### src/rtl/imem_arbiter_pkg.sv
// Shared widths, state encodings and defaults for the instruction-memory arbiter.
package imem_arbiter_pkg;

  localparam int unsigned ADDR_SIZE     = 15;
  localparam int unsigned INSTR_SIZE    = 31;
  localparam int unsigned IMARB_TIMEOUT = 16;

  typedef enum logic [1:0] {
    IMARB_IDLE = 2'd0,
    IMARB_BUSY = 2'd1,
    IMARB_RESP = 2'd2
  } imarb_state_e;

endpackage

### src/rtl/imem_rr_pick.sv
// Two-way round-robin picker: a lone request wins, a tie goes to the port not served last.
module imem_rr_pick (
  input  logic [1:0] req,
  input  logic       last,
  output logic       gnt_valid,
  output logic       gnt_idx
);

  always_comb begin
    gnt_valid = |req;
    gnt_idx   = 1'b0;
    case (req)
      2'b01:   gnt_idx = 1'b0;
      2'b10:   gnt_idx = 1'b1;
      2'b11:   gnt_idx = ~last;
      default: gnt_idx = 1'b0;
    endcase
  end

endmodule

### src/rtl/imem_arbiter.sv
// Shares the single imem read port between fetch (port 0) and debug/loader (port 1),
// one transaction in flight, with an optional cycle-count timeout.
module imem_arbiter
  import imem_arbiter_pkg::*;
#(
  parameter int unsigned ADDR_W         = ADDR_SIZE + 1,
  parameter int unsigned DATA_W         = INSTR_SIZE + 1,
  parameter int unsigned TIMEOUT_CYCLES = IMARB_TIMEOUT
) (
  input  logic              clk,
  input  logic              reset,
  input  logic [ADDR_W-1:0] p0_rd_addr,
  input  logic              p0_rd_enable,
  output logic [DATA_W-1:0] p0_rd_data,
  output logic              p0_rd_ready,
  output logic              p0_rd_err,
  input  logic [ADDR_W-1:0] p1_rd_addr,
  input  logic              p1_rd_enable,
  output logic [DATA_W-1:0] p1_rd_data,
  output logic              p1_rd_ready,
  output logic              p1_rd_err,
  output logic [ADDR_W-1:0] mem_rd_addr,
  output logic              mem_rd_enable,
  input  logic [DATA_W-1:0] mem_rd_data,
  input  logic              mem_rd_ready,
  output logic              busy,
  output logic              grant
);

  // Counter only needs to reach TIMEOUT_CYCLES-1: the abort fires in the last BUSY cycle.
  localparam int unsigned CNT_W   = (TIMEOUT_CYCLES > 1) ? $clog2(TIMEOUT_CYCLES) : 1;
  localparam int unsigned TO_LAST = (TIMEOUT_CYCLES > 0) ? TIMEOUT_CYCLES - 1 : 0;
  localparam bit          TO_EN   = (TIMEOUT_CYCLES != 0);

  imarb_state_e             r_state, w_state_nxt;
  logic                     r_grant, w_grant_nxt;
  logic                     r_last, w_last_nxt;
  logic [ADDR_W-1:0]        r_addr, w_addr_nxt;
  logic [CNT_W-1:0]         r_cnt, w_cnt_nxt;
  logic [1:0][DATA_W-1:0]   r_data, w_data_nxt;
  logic [1:0]               r_err, w_err_nxt;
  logic [1:0]               r_rdy, w_rdy_nxt;
  logic                     r_mem_en, r_busy;
  logic                     w_gnt_valid, w_gnt_idx;
  logic                     w_timeout;

  imem_rr_pick u_pick (
    .req       ({p1_rd_enable, p0_rd_enable}),
    .last      (r_last),
    .gnt_valid (w_gnt_valid),
    .gnt_idx   (w_gnt_idx)
  );

  assign w_timeout = TO_EN && (r_cnt == CNT_W'(TO_LAST));

  // Next-state and response-register update
  always_comb begin
    w_state_nxt = r_state;
    w_grant_nxt = r_grant;
    w_last_nxt  = r_last;
    w_addr_nxt  = r_addr;
    w_cnt_nxt   = r_cnt;
    w_data_nxt  = r_data;
    w_err_nxt   = r_err;
    w_rdy_nxt   = 2'b00;
    case (r_state)
      IMARB_IDLE: begin
        if (w_gnt_valid) begin
          w_state_nxt = IMARB_BUSY;
          w_grant_nxt = w_gnt_idx;
          w_addr_nxt  = w_gnt_idx ? p1_rd_addr : p0_rd_addr;
          w_cnt_nxt   = '0;
        end
      end
      IMARB_BUSY: begin
        if (mem_rd_ready) begin
          w_data_nxt[r_grant] = mem_rd_data;
          w_err_nxt[r_grant]  = 1'b0;
          w_rdy_nxt[r_grant]  = 1'b1;
          w_state_nxt         = IMARB_RESP;
        end else if (w_timeout) begin
          w_data_nxt[r_grant] = '0;
          w_err_nxt[r_grant]  = 1'b1;
          w_rdy_nxt[r_grant]  = 1'b1;
          w_state_nxt         = IMARB_RESP;
        end else if (TO_EN) begin
          w_cnt_nxt = r_cnt + CNT_W'(1);
        end
      end
      IMARB_RESP: begin
        w_last_nxt  = r_grant;
        w_state_nxt = IMARB_IDLE;
      end
      default: w_state_nxt = IMARB_IDLE;
    endcase
  end

  always_ff @(posedge clk or negedge reset) begin
    if (!reset) begin
      r_state  <= IMARB_IDLE;
      r_grant  <= 1'b0;
      r_last   <= 1'b1;
      r_addr   <= '0;
      r_cnt    <= '0;
      r_data   <= '0;
      r_err    <= '0;
      r_rdy    <= '0;
      r_mem_en <= 1'b0;
      r_busy   <= 1'b0;
    end else begin
      r_state  <= w_state_nxt;
      r_grant  <= w_grant_nxt;
      r_last   <= w_last_nxt;
      r_addr   <= w_addr_nxt;
      r_cnt    <= w_cnt_nxt;
      r_data   <= w_data_nxt;
      r_err    <= w_err_nxt;
      r_rdy    <= w_rdy_nxt;
      r_mem_en <= (w_state_nxt == IMARB_BUSY);
      r_busy   <= (w_state_nxt != IMARB_IDLE);
    end
  end

  assign p0_rd_data    = r_data[0];
  assign p0_rd_ready   = r_rdy[0];
  assign p0_rd_err     = r_err[0];
  assign p1_rd_data    = r_data[1];
  assign p1_rd_ready   = r_rdy[1];
  assign p1_rd_err     = r_err[1];
  assign mem_rd_addr   = r_addr;
  assign mem_rd_enable = r_mem_en;
  assign busy          = r_busy;
  assign grant         = r_grant;

endmodule

### config.mk
export PLATFORM = sky130hd
export DESIGN_NAME = imem_arbiter
export DESIGN_NICKNAME = d
export VERILOG_FILES = /design/src/rtl/imem_arbiter_pkg.sv /design/src/rtl/imem_rr_pick.sv /design/src/rtl/imem_arbiter.sv
export SDC_FILE = /design/constraint.sdc
export NUM_CORES = 1
export LEC_CHECK = 0
export ABC_AREA = 1
export BUFFER_PORTS_ARGS = -buffer_cell sky130_fd_sc_hd__buf_2
export CORE_MARGIN = 5
export CORE_UTILIZATION = 47
export CTS_BUF_LIST = sky130_fd_sc_hd__clkbuf_8 sky130_fd_sc_hd__clkbuf_16
export DETAILED_ROUTE_END_ITERATION = 6
export HOLD_SLACK_MARGIN = 0.02
export MAX_ROUTING_LAYER = met4
export PLACE_DENSITY_LB_ADDON = 0.3
export SETUP_SLACK_MARGIN = 0.02
export SLEW_MARGIN = 0
export SYNTH_ARGS = -nofsm -noshare
export SYNTH_HDL_FRONTEND = slang
export SYNTH_SLANG_ARGS = --single-unit
### constraint.sdc
create_clock -name clk -period 1.4 [get_ports clk]
set_input_delay 0.28 -clock clk [delete_from_list [all_inputs] [get_ports clk]]
set_output_delay 0.28 -clock clk [all_outputs]
set_load 0.05 [all_outputs]
; ---- Word-level counts from Yosys, hierarchy flattened
; Index checks and enable logic that the tools add are counted.
[word_totals]
reg_bits = 94
in_bits = 69
output_inout_bits = 87
[classes]
addsub = 1
n_lt_le_gt_ge = 2
eq_ne = 9
mux = 22
bitwise = 6
reduce_logical = 9
[ops]
columns = operator, n
row1 = $mux 64, 2
row2 = $and 64x64->64, 1
row3 = $bwmux 64, 1
row4 = $not 64->64, 1
row5 = $demux 32 s1, 1
row6 = $mux 32, 1
row7 = $mux 16, 1
row8 = $mux 2, 8
row9 = $mux 4, 3
row10 = $pmux 4 s2, 1
row11 = $eq 2x2->1 const B, 3
row12 = $reduce_bool 2->1, 3
row13 = $add 4x1->4 const B, 1
row14 = $eq 2x1->1 const B, 2
row15 = $eq 4x4->1 const B, 1
row16 = $ne 2x2->1 const B, 2
row17 = $pmux 2 s2, 1
row18 = $reduce_and 2->1, 2
row19 = $reduce_and 4->1, 1
row20 = $and 2x2->2, 1
row21 = $logic_not 2->1, 1
row22 = $lt 1x2->1 const B, 1
row23 = $ne 2x1->1 const B, 1
row24 = $not 2->2, 1
row25 = other kinds (8), 8

; ---- Logic depth before layout (Yosys ltp)
[logic_depth]
depth_word = 8
mapped_depth = 7
ltp_nobuf = 6

; ---- Cells and area by module
; From an unflattened synthesis, not the netlist that was laid out.
[hier_totals]
hier_cells = 640
area_unflattened_um2 = 5112.4
[modules_own_cells]
columns = module, n_inst, cells_each, area_per_inst_um2, seq_area_each_um2
row1 = imem_arbiter, 1, 637, 5097.4, 2353.5
row2 = imem_rr_pick, 1, 3, 15.0, 0.0

; ---- Worst setup path before layout
; Ideal clock, no wire load.
[synth_timing]
path_type = reg2reg
from = register r_grant (netlist: grant)
to = register r_data (netlist bit p1_rd_data[10])
setup_time_ns = 0.123
arrival_time_ns = 1.446
required_time_ns = 1.277
setup_slack_ns = -0.169
path_stages_with_launch = 8
path_cell_list = dfrtp_1 buf_2 inv_2 nand2_1 nand3_4 buf_4 nand2_1 o21ai_1
[synth_via]
elab_chain_cells = 8
word_cells_on_any_way = 10
cone_classes = order compare (2) / mux (5) / bitwise (2) / reduce/logical (1)
[synth_rtl]
columns = element, line_no
row1 = start: declaration, imem_arbiter.sv:36  ; logic r_grant, w_grant_nxt;
row2 = start signal: assignment, imem_arbiter.sv:112  ; r_grant <= w_grant_nxt;
row3 = $lt 1x2->1 (not written as such) or $ge 1x1->1 (tied branches), "imem_arbiter.sv:77, imem_arbiter.sv:82"
row4 = $logic_and 1x1->1 (not written as such), "imem_arbiter.sv:77, imem_arbiter.sv:82"
row5 = $mux 32 (not written as such), "imem_arbiter.sv:77, imem_arbiter.sv:82"
row6 = $demux 32 s1 *, "imem_arbiter.sv:77, imem_arbiter.sv:82"
row7 = $not 64->64 (no source line), n/a
row8 = $and 64x64->64 (no source line), n/a
row9 = $mux 64, imem_arbiter.sv:81  ; end else if (w_timeout) begin
row10 = $mux 64 *, imem_arbiter.sv:76  ; if (mem_rd_ready) begin
row11 = end signal: assignment, imem_arbiter.sv:116  ; r_data <= w_data_nxt;
row12 = end: declaration, imem_arbiter.sv:40  ; logic [1:0][DATA_W-1:0] r_data, w_data_nxt;
; Mark *: on every way between the ends. The rest lies on a longest branch, timed or not. The select of a mux whose other input is x is not followed.
; A chain may end at the register's enable or synchronous reset.

; ---- Final worst setup path
[layout_timing]
from = register r_cnt[0]
to = register r_data (netlist bit p1_rd_data[11])
[layout_via]
elab_chain_cells = 3
[layout_rtl]
columns = element, line_no
row1 = start: declaration, imem_arbiter.sv:39  ; logic [CNT_W-1:0] r_cnt, w_cnt_nxt;
row2 = start signal: assignment, imem_arbiter.sv:115  ; r_cnt <= w_cnt_nxt;
row3 = $eq 4x4->1, imem_arbiter.sv:54  ; assign w_timeout = TO_EN && (r_cnt == CNT_W'(TO_LAST));
row4 = $reduce_bool 2->1 (no source line), n/a
row5 = $reduce_and 2->1 (no source line), n/a
; Every way passes these cells.

==> run metrics <==
run status=finished, final reports clean; largest net degree at the start of global routing=57; Synth cell types=25; normalized max-slew margin=0.6671; Total GRT Usage=0.2194; 1st-pass router iterations=5; unrepaired setup endpoints after global routing=yes; Die Wd=between 100 and 150 microns; CTS Root Cell=clkbuf_8; Hold/Removal Path Class=in -> reg; Worst EP required=approximately 1700 ps; CP Max Fanout=7; Synth async-reset ratio=1.000; switch share=0.5417; Initial Util=0.4829; top-count cell post-synth=nand2_1; total number of vias=roughly 4,900; MaxCap Viol Count=0; diode count=0; Yosys top cell by area=dfrtp_1; Worst EP arrival=between 1500 and 2000 ps; # clock sinks=between 90 and 100; Final ANT Viol Nets=0; Clock Pin Slew Worst Setup and Hold Paths=about 90 ps; Max Buffers Root-to-Sink=2; sequential share of the synthesized area=0.4700; die area=around 13,000 sq um; Comb power frac=0.599; Pint=between 8 and 9 mW; Die Y=approximately 110 microns; core area=roughly 10,000 sq um; leak pwr=3.718 nW; r2r worst-path depth=8; Final min period=1395 ps; RR Startpoint=r_cnt[0]; synthesized area per cell=between 7 and 8 sq um; final-report hold violation count=0; FILL cells=approximately 870; final core occ=0.6599; Area contributors post-synth=dfrtp_1 46%, nand2_1 17%, nand3_1 12%, o21ai_1 6.7%, inv_1 6.3%; CP startpoint=r_cnt[0]; Ports=156; Hold Startpoint=p1_rd_addr[4]; IO Port Bufs=about 160; Post-Syn Nets=about 750; GPL Wtd Cong=approximately 0.86; Warnings, synthesis=0; Crit Path Class=reg -> reg; final hold slack=between 200 and 250 ps; final wirelength=about 14,000 microns; HPWL Detailed=~9000 microns; Flop pwr share=0.290; Vias/cell=around 5.0; Overflow after GRT=0; first-pass GRT wire length=22,470 microns; number of cell rows=37; setup tns final=0 ps; Inst Count DP=~950; Cell Area, Placed=about 6000 sq um; hold path cells=4; Post-Syn Area=5007 sq um; Setup Skew=9.254 ps; Routed wire per std cell=between 10 and 15 microns; share of cells above drive strength 1=0.3537; TritonCTS clock tree=built; clock share of power=0.112; H-tree depth=3; top-area cell type share of the netlist area=0.4648; Sw Pwr=around 9.6 mW; fin. max-slew vios=0; EDFF count, synth=0; synth cell count leaders=230 x nand2_1, 121 x nand3_1, 93 x dfrtp_1, 84 x inv_1, 67 x o21ai_1; Final #Nets=916; Cell Pwr Density=about 2600 nW/um^2; Setup-failing EPs final=0; initial antenna violation count=0; VDD IR max=0.001653 V; area grow syn2layout=36.66%; actual slew at the worst max-slew pin=~500 ps; Clock Latency Late Sink=~360 ps; Detailed Route Iter0 Violations=385; final cell count without fillers=just under 1,000; type of origin of the critical path=flop; fmax=~700 MHz; Top FF cell, synth=dfrtp_1; # DRC=0; Yosys reg bits=94; CTS buffer count=9; Synth Instances=about 680; Crit. End Element=flop; vias in the first global route=4,768; period utilization=0.9961; fin area=roughly 6800 sq um
==> area by class of cell <==
cell class	count	area [sq um]	share of cell area
clock buffer	10	137.6	0.02011
sequential	94	2356	0.3443
clock inverter	6	77.57	0.01134
timing repair buffer	203	1434	0.2095
inverter	87	329.1	0.04809
tap	136	170.2	0.02487
multi-input combinational	451	2338	0.3417
==> registers in the layout (all words and copies together), names as in the netlist, named ones only <==
signal and flops:
r_rdy 2, mem_rd_enable 1, r_cnt 4, r_last 1, busy 1, grant 1, r_state 2, p0_rd_data 32
p1_rd_data 32, mem_rd_addr 16
==> cells in the final DEF, fill, tap and decap left out, drive strengths merged <==
cell type    synthesis  routed
a21oi                1       1
a31oi                1       1
buf                 37     191
bufinv               0       2
clkbuf               6      21
clkinv               0       2
dfrtp               93      93
dfstp                1       1
dlygate4sd3          0       1
ha                   1       1
inv                 87      89
nand2              232     232
nand3              124     124
nor2                 8       8
nor3                 1       1
o21ai               67      67
or2                 15      15
xnor2                1       1
==> through the flow <==
step                worst slack [ps]  total power, mW
global route                  -70.91            18.76
CTS                            3.990            16.86
global placement               47.73            14.34
floorplan                      25.79            12.04
detailed placement            -11.83            14.53
finish                         5.465            17.73
==> layer usage <==
metal	track usage	wire length [microns]
met1	0.2747	6063
met2	0.3555	6655
met3	0.03422	750
met4	0.09135	314
met5	-	0
==> timing repair <==
item	CTS	global route
endpoints found under the setup margin	75	71
setup buffers	6	6
gates cloned	2	2
hold endpoints to repair	93	0
hold buffers	1	0
gates resized for setup	12	98
pin swaps	3	6
==> critical path: stages (launching register included) <==
cell and delay (ps):
dfrtp_1 410, ha_4 170, nand3_4 90, nand2_4 110, nand3_4 90, buf_12 160, clkbuf_16 160, nand2_1 50
o21ai_1 60
==> power by group through the flow <==
stage / clock, mW / sequential, mW / combinational [mW]
2_1_floorplan: 0 / 9.04 / 3.00
3_3_place_gp: 0 / 4.94 / 9.40
3_5_place_dp: 0 / 4.98 / 9.56
4_1_cts: 2.04 / 4.95 / 9.86
5_1_grt: 2.14 / 5.32 / 11.3
6_report: 1.98 / 5.14 / 10.6
==> cells by family after synthesis <==
kind of cell | count (synthesis) | synth area share
AOI/OAI and AO/OA | 69 | 0.06921
xor gates and xnor gates | 1 | 0.001749
adders and majority gates | 1 | 0.002498
buffers and inverters | 130 | 0.1199
DFF | 94 | 0.4700
and+or+nand+nor | 380 | 0.3366
==> path summary, 6_finish.rpt <==
path                                        to  slack, ps
worst max-delay path            p1_rd_data[11]          5
min in group asynchronous        p1_rd_data[9]        420
max in group asynchronous       p1_rd_data[21]        510
worst min-delay path            mem_rd_addr[4]        210
worst max register to register  p1_rd_data[11]          5
worst min register to register  mem_rd_addr[7]        490
Power figures use the tool's default switching activity.
